**src/rtl/alu_wide_sequencer_pkg.sv**
```systemverilog
// Shared types for the wide ALU sequencer.
//   op_mne      : 3-bit ALU/request opcode mnemonics
//   seq_state_t : sequencer FSM state
//   kSHAMT1     : shift amount byte fed to the ALU for single-bit shifts
package alu_wide_sequencer_pkg;

  typedef enum logic [2:0] {
    kADD  = 3'd0,
    kSUB  = 3'd1,
    kSHL  = 3'd2,
    kSHR  = 3'd3,
    kXOR  = 3'd4,
    kAND  = 3'd5,
    kOR   = 3'd6,
    kPASS = 3'd7
  } op_mne;

  typedef enum logic [1:0] {S_IDLE, S_RUN, S_DONE} seq_state_t;

  localparam logic [7:0] kSHAMT1 = 8'd1;

  function automatic logic is_shift(input op_mne op);
    return (op == kSHL) || (op == kSHR);
  endfunction

endpackage

```
**src/rtl/alu_wide_sequencer_if.sv**
```systemverilog
// Request/response handshake bundle between the control unit and the sequencer.
//   master : control unit side (drives req_*, rsp_ready)
//   slave  : sequencer side (drives req_ready, rsp_*)
interface alu_wide_sequencer_if
  import alu_wide_sequencer_pkg::*;
#(
  parameter int NBYTES = 2
);
  localparam int W = 8 * NBYTES;

  logic         req_valid;
  logic         req_ready;
  op_mne        req_op;
  logic [W-1:0] req_a;
  logic [W-1:0] req_b;
  logic         req_cin;

  logic         rsp_valid;
  logic         rsp_ready;
  logic [W-1:0] rsp_data;
  logic         rsp_flag;
  logic         rsp_zero;

  modport master (
    output req_valid, req_op, req_a, req_b, req_cin, rsp_ready,
    input  req_ready, rsp_valid, rsp_data, rsp_flag, rsp_zero
  );

  modport slave (
    input  req_valid, req_op, req_a, req_b, req_cin, rsp_ready,
    output req_ready, rsp_valid, rsp_data, rsp_flag, rsp_zero
  );

endinterface

```
**src/rtl/alu_wide_sequencer_seq_byte_mux.sv**
```systemverilog
// Byte lane selector for the wide sequencer.
//   a, b      : captured wide operands
//   idx       : active byte slot
//   invert_b  : present ~B byte (subtract issued as add)
//   force_b   : present kSHAMT1 instead of B (shifts)
//   res_byte  : ALU result byte for slot idx
//   data_in   : current wide result, data_out = data_in with slot idx replaced
//   a_byte, b_byte : operand bytes to the ALU
module seq_byte_mux
  import alu_wide_sequencer_pkg::*;
#(
  parameter int NBYTES = 2
) (
  input  logic [8*NBYTES-1:0] a,
  input  logic [8*NBYTES-1:0] b,
  input  logic [2:0]          idx,
  input  logic                invert_b,
  input  logic                force_b,
  input  logic [7:0]          res_byte,
  input  logic [8*NBYTES-1:0] data_in,
  output logic [7:0]          a_byte,
  output logic [7:0]          b_byte,
  output logic [8*NBYTES-1:0] data_out
);

  logic [7:0] b_raw;

  always_comb begin
    a_byte   = '0;
    b_raw    = '0;
    data_out = data_in;
    for (int i = 0; i < NBYTES; i++) begin
      if (idx == 3'(i)) begin
        a_byte              = a[8*i +: 8];
        b_raw               = b[8*i +: 8];
        data_out[8*i +: 8]  = res_byte;
      end
    end
    if (force_b)       b_byte = kSHAMT1;
    else if (invert_b) b_byte = ~b_raw;
    else               b_byte = b_raw;
  end

endmodule

```
**src/rtl/alu_wide_sequencer.sv**
```systemverilog
// Wide (NBYTES x 8-bit) operation sequencer driving an external 8-bit ALU.
// Accepts one request on bus (valid/ready), issues one byte per cycle with
// carry/shift chaining, returns the wide result and flags on bus (valid/ready).
//   clk, reset  : clock, synchronous active-high reset
//   bus         : request/response handshake (slave modport)
//   alu_a/alu_b/alu_op/alu_cin/alu_sin : byte operation to the ALU
//   alu_out/alu_cout/alu_sout/alu_zero : ALU result byte and flags
// Option macro ALU_SEQ_OVERLAP_EN: accept the next request in the same cycle
// the response is taken, removing the idle bubble between requests.
module alu_wide_sequencer
  import alu_wide_sequencer_pkg::*;
#(
  parameter int NBYTES = 2
) (
  input  logic                    clk,
  input  logic                    reset,
  alu_wide_sequencer_if.slave     bus,
  output logic [7:0]              alu_a,
  output logic [7:0]              alu_b,
  output op_mne                   alu_op,
  output logic                    alu_cin,
  output logic                    alu_sin,
  input  logic [7:0]              alu_out,
  input  logic                    alu_cout,
  input  logic                    alu_sout,
  input  logic                    alu_zero
);

  localparam int         W    = 8 * NBYTES;
  localparam logic [2:0] LAST = 3'(NBYTES - 1);

  seq_state_t   state_q, state_d;
  logic [2:0]   cnt_q, idx;
  op_mne        op_q;
  logic [W-1:0] a_q, b_q, data_q, data_next;
  logic         cin_q, chain_q, zero_q, chain_d;
  logic         req_ready, rsp_valid, accept, running, first, last;
  logic [7:0]   a_byte, b_byte;

  always_ff @(posedge clk) begin
    if (reset) state_q <= S_IDLE;
    else       state_q <= state_d;
  end

  always_comb begin
    state_d   = state_q;
    req_ready = 1'b0;
    rsp_valid = 1'b0;
    case (state_q)
      S_IDLE: begin
        req_ready = 1'b1;
        if (bus.req_valid) state_d = S_RUN;
      end
      S_RUN: begin
        if (cnt_q == LAST) state_d = S_DONE;
      end
      S_DONE: begin
        rsp_valid = 1'b1;
`ifdef ALU_SEQ_OVERLAP_EN
        req_ready = bus.rsp_ready;
        if (bus.rsp_ready) state_d = bus.req_valid ? S_RUN : S_IDLE;
`else
        if (bus.rsp_ready) state_d = S_IDLE;
`endif
      end
      default: state_d = S_IDLE;
    endcase
  end

  assign accept        = bus.req_valid && req_ready;
  assign running       = (state_q == S_RUN);
  assign first         = (cnt_q == 3'd0);
  assign last          = (cnt_q == LAST);
  // Right shifts must walk MSB first so the shift-in bit enters at the top.
  assign idx           = (op_q == kSHR) ? (LAST - cnt_q) : cnt_q;

  assign bus.req_ready = req_ready;
  assign bus.rsp_valid = rsp_valid;
  assign bus.rsp_data  = data_q;
  assign bus.rsp_flag  = chain_q;
  assign bus.rsp_zero  = zero_q;

  seq_byte_mux #(.NBYTES(NBYTES)) u_byte_mux (
    .a        (a_q),
    .b        (b_q),
    .idx      (idx),
    .invert_b (op_q == kSUB),
    .force_b  (is_shift(op_q)),
    .res_byte (alu_out),
    .data_in  (data_q),
    .a_byte   (a_byte),
    .b_byte   (b_byte),
    .data_out (data_next)
  );

  always_comb begin
    alu_op  = kPASS;
    alu_a   = '0;
    alu_b   = '0;
    alu_cin = 1'b0;
    alu_sin = 1'b0;
    chain_d = 1'b0;
    if (running) begin
      alu_a  = a_byte;
      alu_b  = b_byte;
      alu_op = (op_q == kSUB) ? kADD : op_q;
      case (op_q)
        kADD: begin
          alu_cin = first ? cin_q : chain_q;
          chain_d = alu_cout;
        end
        kSUB: begin
          // Two's complement: A + ~B + 1 on the first byte.
          alu_cin = first ? 1'b1 : chain_q;
          chain_d = alu_cout;
        end
        kSHL, kSHR: begin
          alu_sin = first ? cin_q : chain_q;
          chain_d = alu_sout;
        end
        default: chain_d = 1'b0;
      endcase
    end
  end

  always_ff @(posedge clk) begin
    if (reset) begin
      cnt_q   <= '0;
      op_q    <= kPASS;
      a_q     <= '0;
      b_q     <= '0;
      cin_q   <= 1'b0;
      chain_q <= 1'b0;
      data_q  <= '0;
      zero_q  <= 1'b0;
    end else begin
      if (accept) begin
        op_q  <= bus.req_op;
        a_q   <= bus.req_a;
        b_q   <= bus.req_b;
        cin_q <= bus.req_cin;
        cnt_q <= '0;
      end
      if (running) begin
        data_q  <= data_next;
        chain_q <= chain_d;
        zero_q  <= (first || zero_q) && alu_zero;
        cnt_q   <= last ? 3'd0 : cnt_q + 3'd1;
      end
    end
  end

endmodule

```
**src/flat_wrapper.sv**
```systemverilog
// flat-port wrapper written by rule: the top's interface ports become plain ports
module alu_wide_sequencer_flat import alu_wide_sequencer_pkg::*;
#(
  parameter int NBYTES = 2
)
  (clk, reset, alu_a, alu_b, alu_op, alu_cin, alu_sin, alu_out, alu_cout, alu_sout, alu_zero, bus_req_valid, bus_req_op, bus_req_a, bus_req_b, bus_req_cin, bus_rsp_ready, bus_req_ready, bus_rsp_valid, bus_rsp_data, bus_rsp_flag, bus_rsp_zero);
  alu_wide_sequencer_if #(.NBYTES(NBYTES)) bus_i ();
  input  logic clk;
  input  logic reset;
  output logic [7:0] alu_a;
  output logic [7:0] alu_b;
  output op_mne alu_op;
  output logic alu_cin;
  output logic alu_sin;
  input  logic [7:0] alu_out;
  input  logic alu_cout;
  input  logic alu_sout;
  input  logic alu_zero;
  input wire logic [$bits(bus_i.req_valid)-1:0] bus_req_valid;
  input wire logic [$bits(bus_i.req_op)-1:0] bus_req_op;
  input wire logic [$bits(bus_i.req_a)-1:0] bus_req_a;
  input wire logic [$bits(bus_i.req_b)-1:0] bus_req_b;
  input wire logic [$bits(bus_i.req_cin)-1:0] bus_req_cin;
  input wire logic [$bits(bus_i.rsp_ready)-1:0] bus_rsp_ready;
  output wire logic [$bits(bus_i.req_ready)-1:0] bus_req_ready;
  output wire logic [$bits(bus_i.rsp_valid)-1:0] bus_rsp_valid;
  output wire logic [$bits(bus_i.rsp_data)-1:0] bus_rsp_data;
  output wire logic [$bits(bus_i.rsp_flag)-1:0] bus_rsp_flag;
  output wire logic [$bits(bus_i.rsp_zero)-1:0] bus_rsp_zero;
  assign bus_i.req_valid = bus_req_valid;
  assign bus_i.req_op = bus_req_op;
  assign bus_i.req_a = bus_req_a;
  assign bus_i.req_b = bus_req_b;
  assign bus_i.req_cin = bus_req_cin;
  assign bus_i.rsp_ready = bus_rsp_ready;
  assign bus_req_ready = bus_i.req_ready;
  assign bus_rsp_valid = bus_i.rsp_valid;
  assign bus_rsp_data = bus_i.rsp_data;
  assign bus_rsp_flag = bus_i.rsp_flag;
  assign bus_rsp_zero = bus_i.rsp_zero;
  alu_wide_sequencer #(.NBYTES(NBYTES)) u_core (.clk(clk), .reset(reset), .bus(bus_i), .alu_a(alu_a), .alu_b(alu_b), .alu_op(alu_op), .alu_cin(alu_cin), .alu_sin(alu_sin), .alu_out(alu_out), .alu_cout(alu_cout), .alu_sout(alu_sout), .alu_zero(alu_zero));
endmodule
```
**config.mk**
```make
export PLATFORM = sky130hd
export DESIGN_NAME = alu_wide_sequencer_flat
export DESIGN_NICKNAME = d
export VERILOG_FILES = /design/src/rtl/alu_wide_sequencer_pkg.sv /design/src/rtl/alu_wide_sequencer_if.sv /design/src/rtl/alu_wide_sequencer_seq_byte_mux.sv /design/src/rtl/alu_wide_sequencer.sv /design/src/flat_wrapper.sv
export SDC_FILE = /design/constraint.sdc
export NUM_CORES = 1
export LEC_CHECK = 0
export ABC_AREA = 1
export BUFFER_PORTS_ARGS = -buffer_cell sky130_fd_sc_hd__buf_2
export CAP_MARGIN = 20
export CORE_ASPECT_RATIO = 0.7
export CORE_UTILIZATION = 45
export CTS_CLUSTER_SIZE = 12
export DETAILED_ROUTE_END_ITERATION = 6
export MAX_ROUTING_LAYER = met4
export PLACE_DENSITY = 0.85
export SYNTH_ARGS = -nofsm -noshare
export SYNTH_HDL_FRONTEND = slang
export SYNTH_HIERARCHICAL = 1
export SYNTH_SLANG_ARGS = --single-unit
```
**constraint.sdc**
```tcl
create_clock -name clk -period 2.13 [get_ports clk]
set_input_delay 0.426 -clock clk [delete_from_list [all_inputs] [get_ports clk]]
set_output_delay 0.426 -clock clk [all_outputs]
set_load 0.02 [all_outputs]
```
* Word level (Yosys, flattened, before mapping)
Cells that the tools add are included.
** Cells by class
- Add/subtract/negate cells :: 2
- Multiply operators :: 0
- Div/mod/pow operators :: 0
- $lt $le $gt $ge :: 0
- Equal/unequal tests :: 10
- Shift-type cells :: 0
- Muxes and demuxes :: 27
- Bitwise gates (word level) :: 1
- Reduce and logical (&&, ||, !) cells :: 14
** Operator list (number)
- 8-bit two-way mux :: 8
- 3-bit two-way mux :: 6
- 3-bit by 1-bit == test with 1-bit output (second input constant) :: 3
- 3-bit zero test :: 3
- 8-bit NOT :: 1
- 1-bit two-way mux :: 7
- 3-bit by 2-bit == test with 1-bit output (second input constant) :: 2
- 2-bit two-way mux :: 3
- 2-bit inequality test (second input constant) :: 3
- 2-bit case mux with 3 select lines :: 1
- 1-bit case mux with 2 select lines :: 2
- 2-bit AND reduction :: 2
- 2-bit OR reduction :: 2
- 3-bit by 1-bit adder with 3-bit output (second input constant) :: 1
- 3-bit AND reduction :: 1
- 1-bit by 3-bit subtractor with 3-bit output (first input constant) :: 1
- 2-bit by 1-bit == test with 1-bit output (second input constant) :: 1
- 2-bit == test (second input constant) :: 1
- 1-bit logical AND :: 2
- 2-bit zero test :: 1
- 1-bit logical OR :: 2
- 2-bit nonzero test :: 1
** Storage, ports and cells
- Flip-flop bits (word level) :: 59
- Bits in latches :: 0
- Bits in writable memories :: 0
- Bits in read-only memories :: 0
- Output and inout bits :: 41
- Memories kept :: 0

* Depth between registers and ports, before layout
- Depth in word-level cells :: 9
- Depth in mapped cells :: 12
- Gate-level depth less buffers :: 11

* Cells and area by module
Netlist, hierarchy kept.
** Modules (own cells, without submodules)
- alu_wide_sequencer :: instances 1, cells each 328, area an instance 2439.8 µm²
- seq_byte_mux :: instances 1, cells each 127, area an instance 638.1 µm²

* Worst setup path after synthesis
Ideal clock, no wire load.
- Path kind :: flip-flop to output port
- Start point :: register u_core.cnt_q[1]
- End point :: output alu_b[1]
- Arrival time :: 1.916 ns
- Slack :: -0.212 ns
- Stages on the path, launching flop included :: 11
- Buffers on the path :: 0
- Path through :: dfxtp_1 > inv_1 > ha_1 > nor2_1 > a21oi_1 > inv_2 > nand4_1 > a21oi_1 > nor2_1 > inv_1 > nor2_1
** On the way
- Cells in the longest elaborated chain, start to end :: 9
- Elaborated cells on any way between the ends :: 10
- Those cells by class :: add/sub: 1; eq/ne: 1; mux: 6; bitwise: 1; reduce/logical: 1
** Ends and longest elaborated chain
- start, declared :: RTL line alu_wide_sequencer.sv:33 : logic [2:0] cnt_q, idx;
- start signal, assigned :: RTL line alu_wide_sequencer.sv:148 : cnt_q <= last ? 3'd0 : cnt_q + 3'd1;
- 1-bit by 3-bit subtractor with 3-bit output (*) :: RTL line alu_wide_sequencer.sv:75 : assign idx = (op_q == kSHR) ? (LAST - cnt_q) : cnt_q;
- 3-bit two-way mux (*) :: RTL line alu_wide_sequencer.sv:75
- net u_core.idx[2] :: RTL line alu_wide_sequencer.sv:33
- 3-bit zero test :: RTL line alu_wide_sequencer_seq_byte_mux.sv:33 : if (idx == 3'(i)) begin
- 8-bit two-way mux :: RTL line alu_wide_sequencer_seq_byte_mux.sv:33
- 8-bit two-way mux (*) :: RTL line alu_wide_sequencer_seq_byte_mux.sv:33
- 8-bit NOT :: RTL line alu_wide_sequencer_seq_byte_mux.sv:40 : else if (invert_b) b_byte = ~b_raw;
- 8-bit two-way mux (*) :: RTL line alu_wide_sequencer_seq_byte_mux.sv:40
- 8-bit two-way mux (*) :: RTL line alu_wide_sequencer_seq_byte_mux.sv:39 : if (force_b) b_byte = kSHAMT1;
- net u_core.b_byte[1] :: RTL line alu_wide_sequencer.sv:38 : logic [7:0] a_byte, b_byte;
- 8-bit two-way mux (*) :: RTL line alu_wide_sequencer.sv:103 : if (running) begin
- end, declared :: RTL line flat_wrapper.sv:11 : output logic [7:0] alu_b;
Mark *: on every way through the listed nets, which the timed path passes. The rest lies on a longest branch.

* Worst setup path in the final report
- Start point :: register u_core.cnt_q[2]
- End point :: output alu_b[7]
** On the way
- Cells in the longest elaborated chain, start to end :: 9
- Elaborated cells on any way between the ends :: 10
- Those cells by class :: add/sub: 1; eq/ne: 1; mux: 6; bitwise: 1; reduce/logical: 1
** Ends and longest elaborated chain (RTL line)
- 1-bit by 3-bit subtractor with 3-bit output :: alu_wide_sequencer.sv:75
- 3-bit two-way mux (*) :: alu_wide_sequencer.sv:75
- net u_core.idx[2] :: alu_wide_sequencer.sv:33
- 3-bit zero test :: alu_wide_sequencer_seq_byte_mux.sv:33
- 8-bit two-way mux :: alu_wide_sequencer_seq_byte_mux.sv:33
- 8-bit two-way mux (*) :: alu_wide_sequencer_seq_byte_mux.sv:33
- 8-bit NOT :: alu_wide_sequencer_seq_byte_mux.sv:40
- 8-bit two-way mux (*) :: alu_wide_sequencer_seq_byte_mux.sv:40
- 8-bit two-way mux (*) :: alu_wide_sequencer_seq_byte_mux.sv:39
- net u_core.b_byte[7] :: alu_wide_sequencer.sv:38
- 8-bit two-way mux (*) :: alu_wide_sequencer.sv:103
Marks and branches as above.

==> qor.yml <==
critical_path:
  crit_path_frequent_cell: "buf_4"
  reg2reg_to: "u_core/bus.rsp_data[6]$_SDFFE_PP0N_"
  cp_data_arrival_time_ps: 2130
  worstPathMaxFanout: 6
  crit_path_end_kind: "output pin"
  worstPathRequired_ps: 1700
  worstReg2RegStart: "u_core/cnt_q[1]$_SDFFE_PP0P_"
  critPathKind: "register to output pin"
  r2r_slack_ps: 10
  critical_path.startpoint: "u_core/cnt_q[2]$_SDFFE_PP0P_"
  worstPathCellList: "inv_2 -> ha_4 -> nor2_4 -> a21oi_4 -> buf_12 -> nor2_8 -> buf_4 -> nand3_2 -> nand3_1 -> nand2_1 -> nor2_1 -> inv_1 -> nor2_2 -> buf_4"
  endpoint: "alu_b[7]"
  critPathLaunchType: "register"
  crit_path_max_incr_delay_ps: 330
  critPathSlowestCell: "dfxtp_2"
  rr_worst_depth: 15
route:
  drcViolationCount: 0
  drt-wirelength-per-cell_um: 13.5
  ant_nets: 0
  vias: 3437
  dr.pass1.iters: 5
  totalWireLength_um: 8880
  drt_iter0_drc: 254
  viasPerCell: 5.22
pwr:
  power.leakage_uw: 0.00194
  power_density_nw_per_um2: 823
  vdd_drop_max_mv: 0.414
min_path:
  hold_path_class: "input port to register"
timing:
  min_period_over_period: 1.20
  rsz0062_at_grt: "true"
  hold_ws_ps: 336
  maxSlewViolCount: 0
  max_freq_mhz: 391
  period_minus_slack_ps: 2560
  finClkSkew_ps: 9.51
  hold_viol_final: 0
  fin_ws_ps: -425
  finalSetupViolCount: 16
  slew_headroom: 0.681
  tightestPinTransition_ps: 478
finish:
  final_nets: 617
  final_core_utilization: 0.660
  area_growth_pct: 37.9
  nFillCells: 569
  drive_above_1_share: 0.350
  regArea_um2: 1190
  final_cell_count_no_fill: 659
  diodes: 0
  multi_input_area_um2: 1710
placed_design:
  pre_cts_ws_ps: -105
  io_buffers: 91
  dp.cells: 631
  hpwlAfterDp_um: 5810
  finalWeightedCongestion: 0.859
synthesis:
  netlist_top_cells_area: "dfxtp_1 38%, nor2_1 16%, o21ai_0 9.3%, inv_1 5.4%, nand2_1 5.2%"
  synth_edf_count: 0
  synth.yosys.warnings: 6
  synth_simple_gate_area_frac: 0.311
  synth_ff_type: "dfxtp_1"
  synthCells: 455
  synthXorXnorAreaFrac: 0.00569
  synthesis.nets: 509
  synth-compound-area-share: 0.159
  ys_async_sr_fraction: 0
  synth_top_area_cell: "dfxtp_1"
  muxShareOfSynthArea: 0
  yosys.cell_types.count: 32
  synth_area_per_cell_um2: 6.76
  synth_top_family_by_area: "simple AND/OR/NAND/NOR gates"
  ys_ff_latch: 59
  yosys-top-cells-count: "130 x nor2_1, 59 x dfxtp_1, 57 x o21ai_0"
  synthAdderAreaFrac: 0.0122
  synth_seq_area_share: 0.384
  synth_area_um2: 3080
  synth.top_cell.area_share: 0.384
  yosysMostFrequentCell: "nor2_1"
outcome:
  violations: "setup timing"
  status: "finished, violations left"
job:
  cap_viol_max_count: 0
clocking:
  clock_path_buffers: 2
  ctsHoldBuffers: 0
  cts_tree: "built"
  cts_made_buffers: 9
  insertion_delay_ps: 330
  clock-sinks: 59
  clockRootBuffer: "clkbuf_8"
  htreeDepth: 3
  path_clk_slew_ps: 70
die:
  dieHeight_um: 71.2
  io-pin-count: 92
  core_region_area_um2: 6430
  placementRows: 24
  die_w_um: 101
  start_util: 0.479
  die_area_um2: 7180
global_routing:
  grt_pass1_vias: 3025
  grt_pass1_wl_um: 13500
  grtUsageTotal: 0.250
  grt_start_max_net_pins: 41
  grt-ovfl-total: 0
  antenna_found_initial: 0
-- power by group --
| part | internal, uW | switching, uW | total (uW) |
|---|---|---|---|
| registers | 1210 | 74.2 | 1290 |
| clock network | 717 | 442 | 1160 |
| logic | 415 | 634 | 1050 |
| total | 2340 | 1150 | 3490 |
-- per-layer routing --
layer	wire length (um)	GRT usage	up-vias	part of all wire
li1	-	-	1667	-
met1	3970	0.304	1583	0.45
met2	4050	0.402	165	0.46
met3	684	0.0672	22	0.077
met4	170	0.0821	0	0.019
met5	0	-	-	0
-- cell usage in the layout (no fill, tap or decap), types with 2 or more instances in the layout --
cell / count
nor2_1: 114
buf_2: 76
dfxtp_1: 54
inv_1: 40
o21ai_0: 40
nand2_1: 39
o21ai_1: 35
buf_4: 30
nand3_1: 20
buf_6: 13
clkbuf_8: 11
nor2_4: 11
a21oi_1: 10
inv_2: 8
nand3_2: 8
nand4_1: 8
nand2_2: 7
nor2_2: 7
dfxtp_2: 5
clkinv_2: 3
o211ai_1: 3
buf_12: 3
o21ai_2: 3
bufinv_16: 2
nand3_4: 2
xor2_1: 2
a21oi_2: 2
ha_4: 2
-- critical path: cells and delay by family, from the launching register on --
kind / cells / cell delay, ps
DFF: 1 / 330
buffers and inverters: 5 / 510
AOI/OAI and AO/OA: 1 / 70
adders and majority gates: 1 / 240
and+or+nand+nor: 7 / 650
-- logic make-up (layout without fill, tap and decap cells) --
logic type	after synthesis	in the layout
adders and majority gates	3	3
AOI/OAI and AO/OA	95	95
xor gates and xnor gates	2	2
buffers and inverters	75	188
DFF	59	59
and+or+nand+nor	221	221
-- repair_timing --
| action | in CTS | in global routing |
|---|---|---|
| gates resized for setup | 54 | 30 |
| pin swaps | 30 | 21 |
| cloned | 1 | 0 |
| buffers inserted | 6 | 8 |
| setup endpoints to repair | 16 | 33 |
-- metrics by stage --
step,power (uW),setup TNS (ps),area (um2)
6_report,3490,-6160,4240
5_1_grt,3670,-8310,4240
4_1_cts,3400,-5140,4110
3_5_place_dp,2160,-1060,3680
3_3_place_gp,2140,-234,3680
2_1_floorplan,1950,-36.6,3160
-- area by class of cell --
| class | count | share of cell area |
|---|---|---|
| tap | 91 | 0.0268 |
| timing repair buffer | 122 | 0.191 |
| sequential | 59 | 0.280 |
| inverter | 49 | 0.0439 |
| clock buffer | 11 | 0.0357 |
| clock inverter | 5 | 0.0177 |
| timing repair inverter | 1 | 0.00177 |
| multi-input combinational | 321 | 0.403 |
-- worst min path at each step --
stage	from	endpoint	slack [ps]	cells after the start
after floorplan	u_core/cin_q$_SDFFE_PP0P_	u_core/cin_q$_SDFFE_PP0P_	450	2
after global placement	u_core/bus.rsp_zero$_SDFFE_PP0N_	u_core/bus.rsp_zero$_SDFFE_PP0N_	460	2
after detailed placement	u_core/bus.rsp_zero$_SDFFE_PP0N_	u_core/bus.rsp_zero$_SDFFE_PP0N_	470	2
after CTS	bus_req_op[0]	u_core/op_q[0]$_SDFFE_PP1P_	320	3
after global routing	bus_req_op[0]	u_core/op_q[0]$_SDFFE_PP1P_	320	3
final	bus_req_a[14]	u_core/a_q[14]$_SDFFE_PP0P_	340	3
-- sequential cells by signal, indices dropped and copies added, names as in the netlist --
name	cells
u_core/bus.rsp_flag	1
u_core/b_q	16
u_core/bus.rsp_data	16
u_core/bus.rsp_zero	1
u_core/op_q	3
u_core/cnt_q	3
u_core/cin_q	1
u_core/state_q	2
u_core/a_q	16
Power figures use the tool's default switching activity.
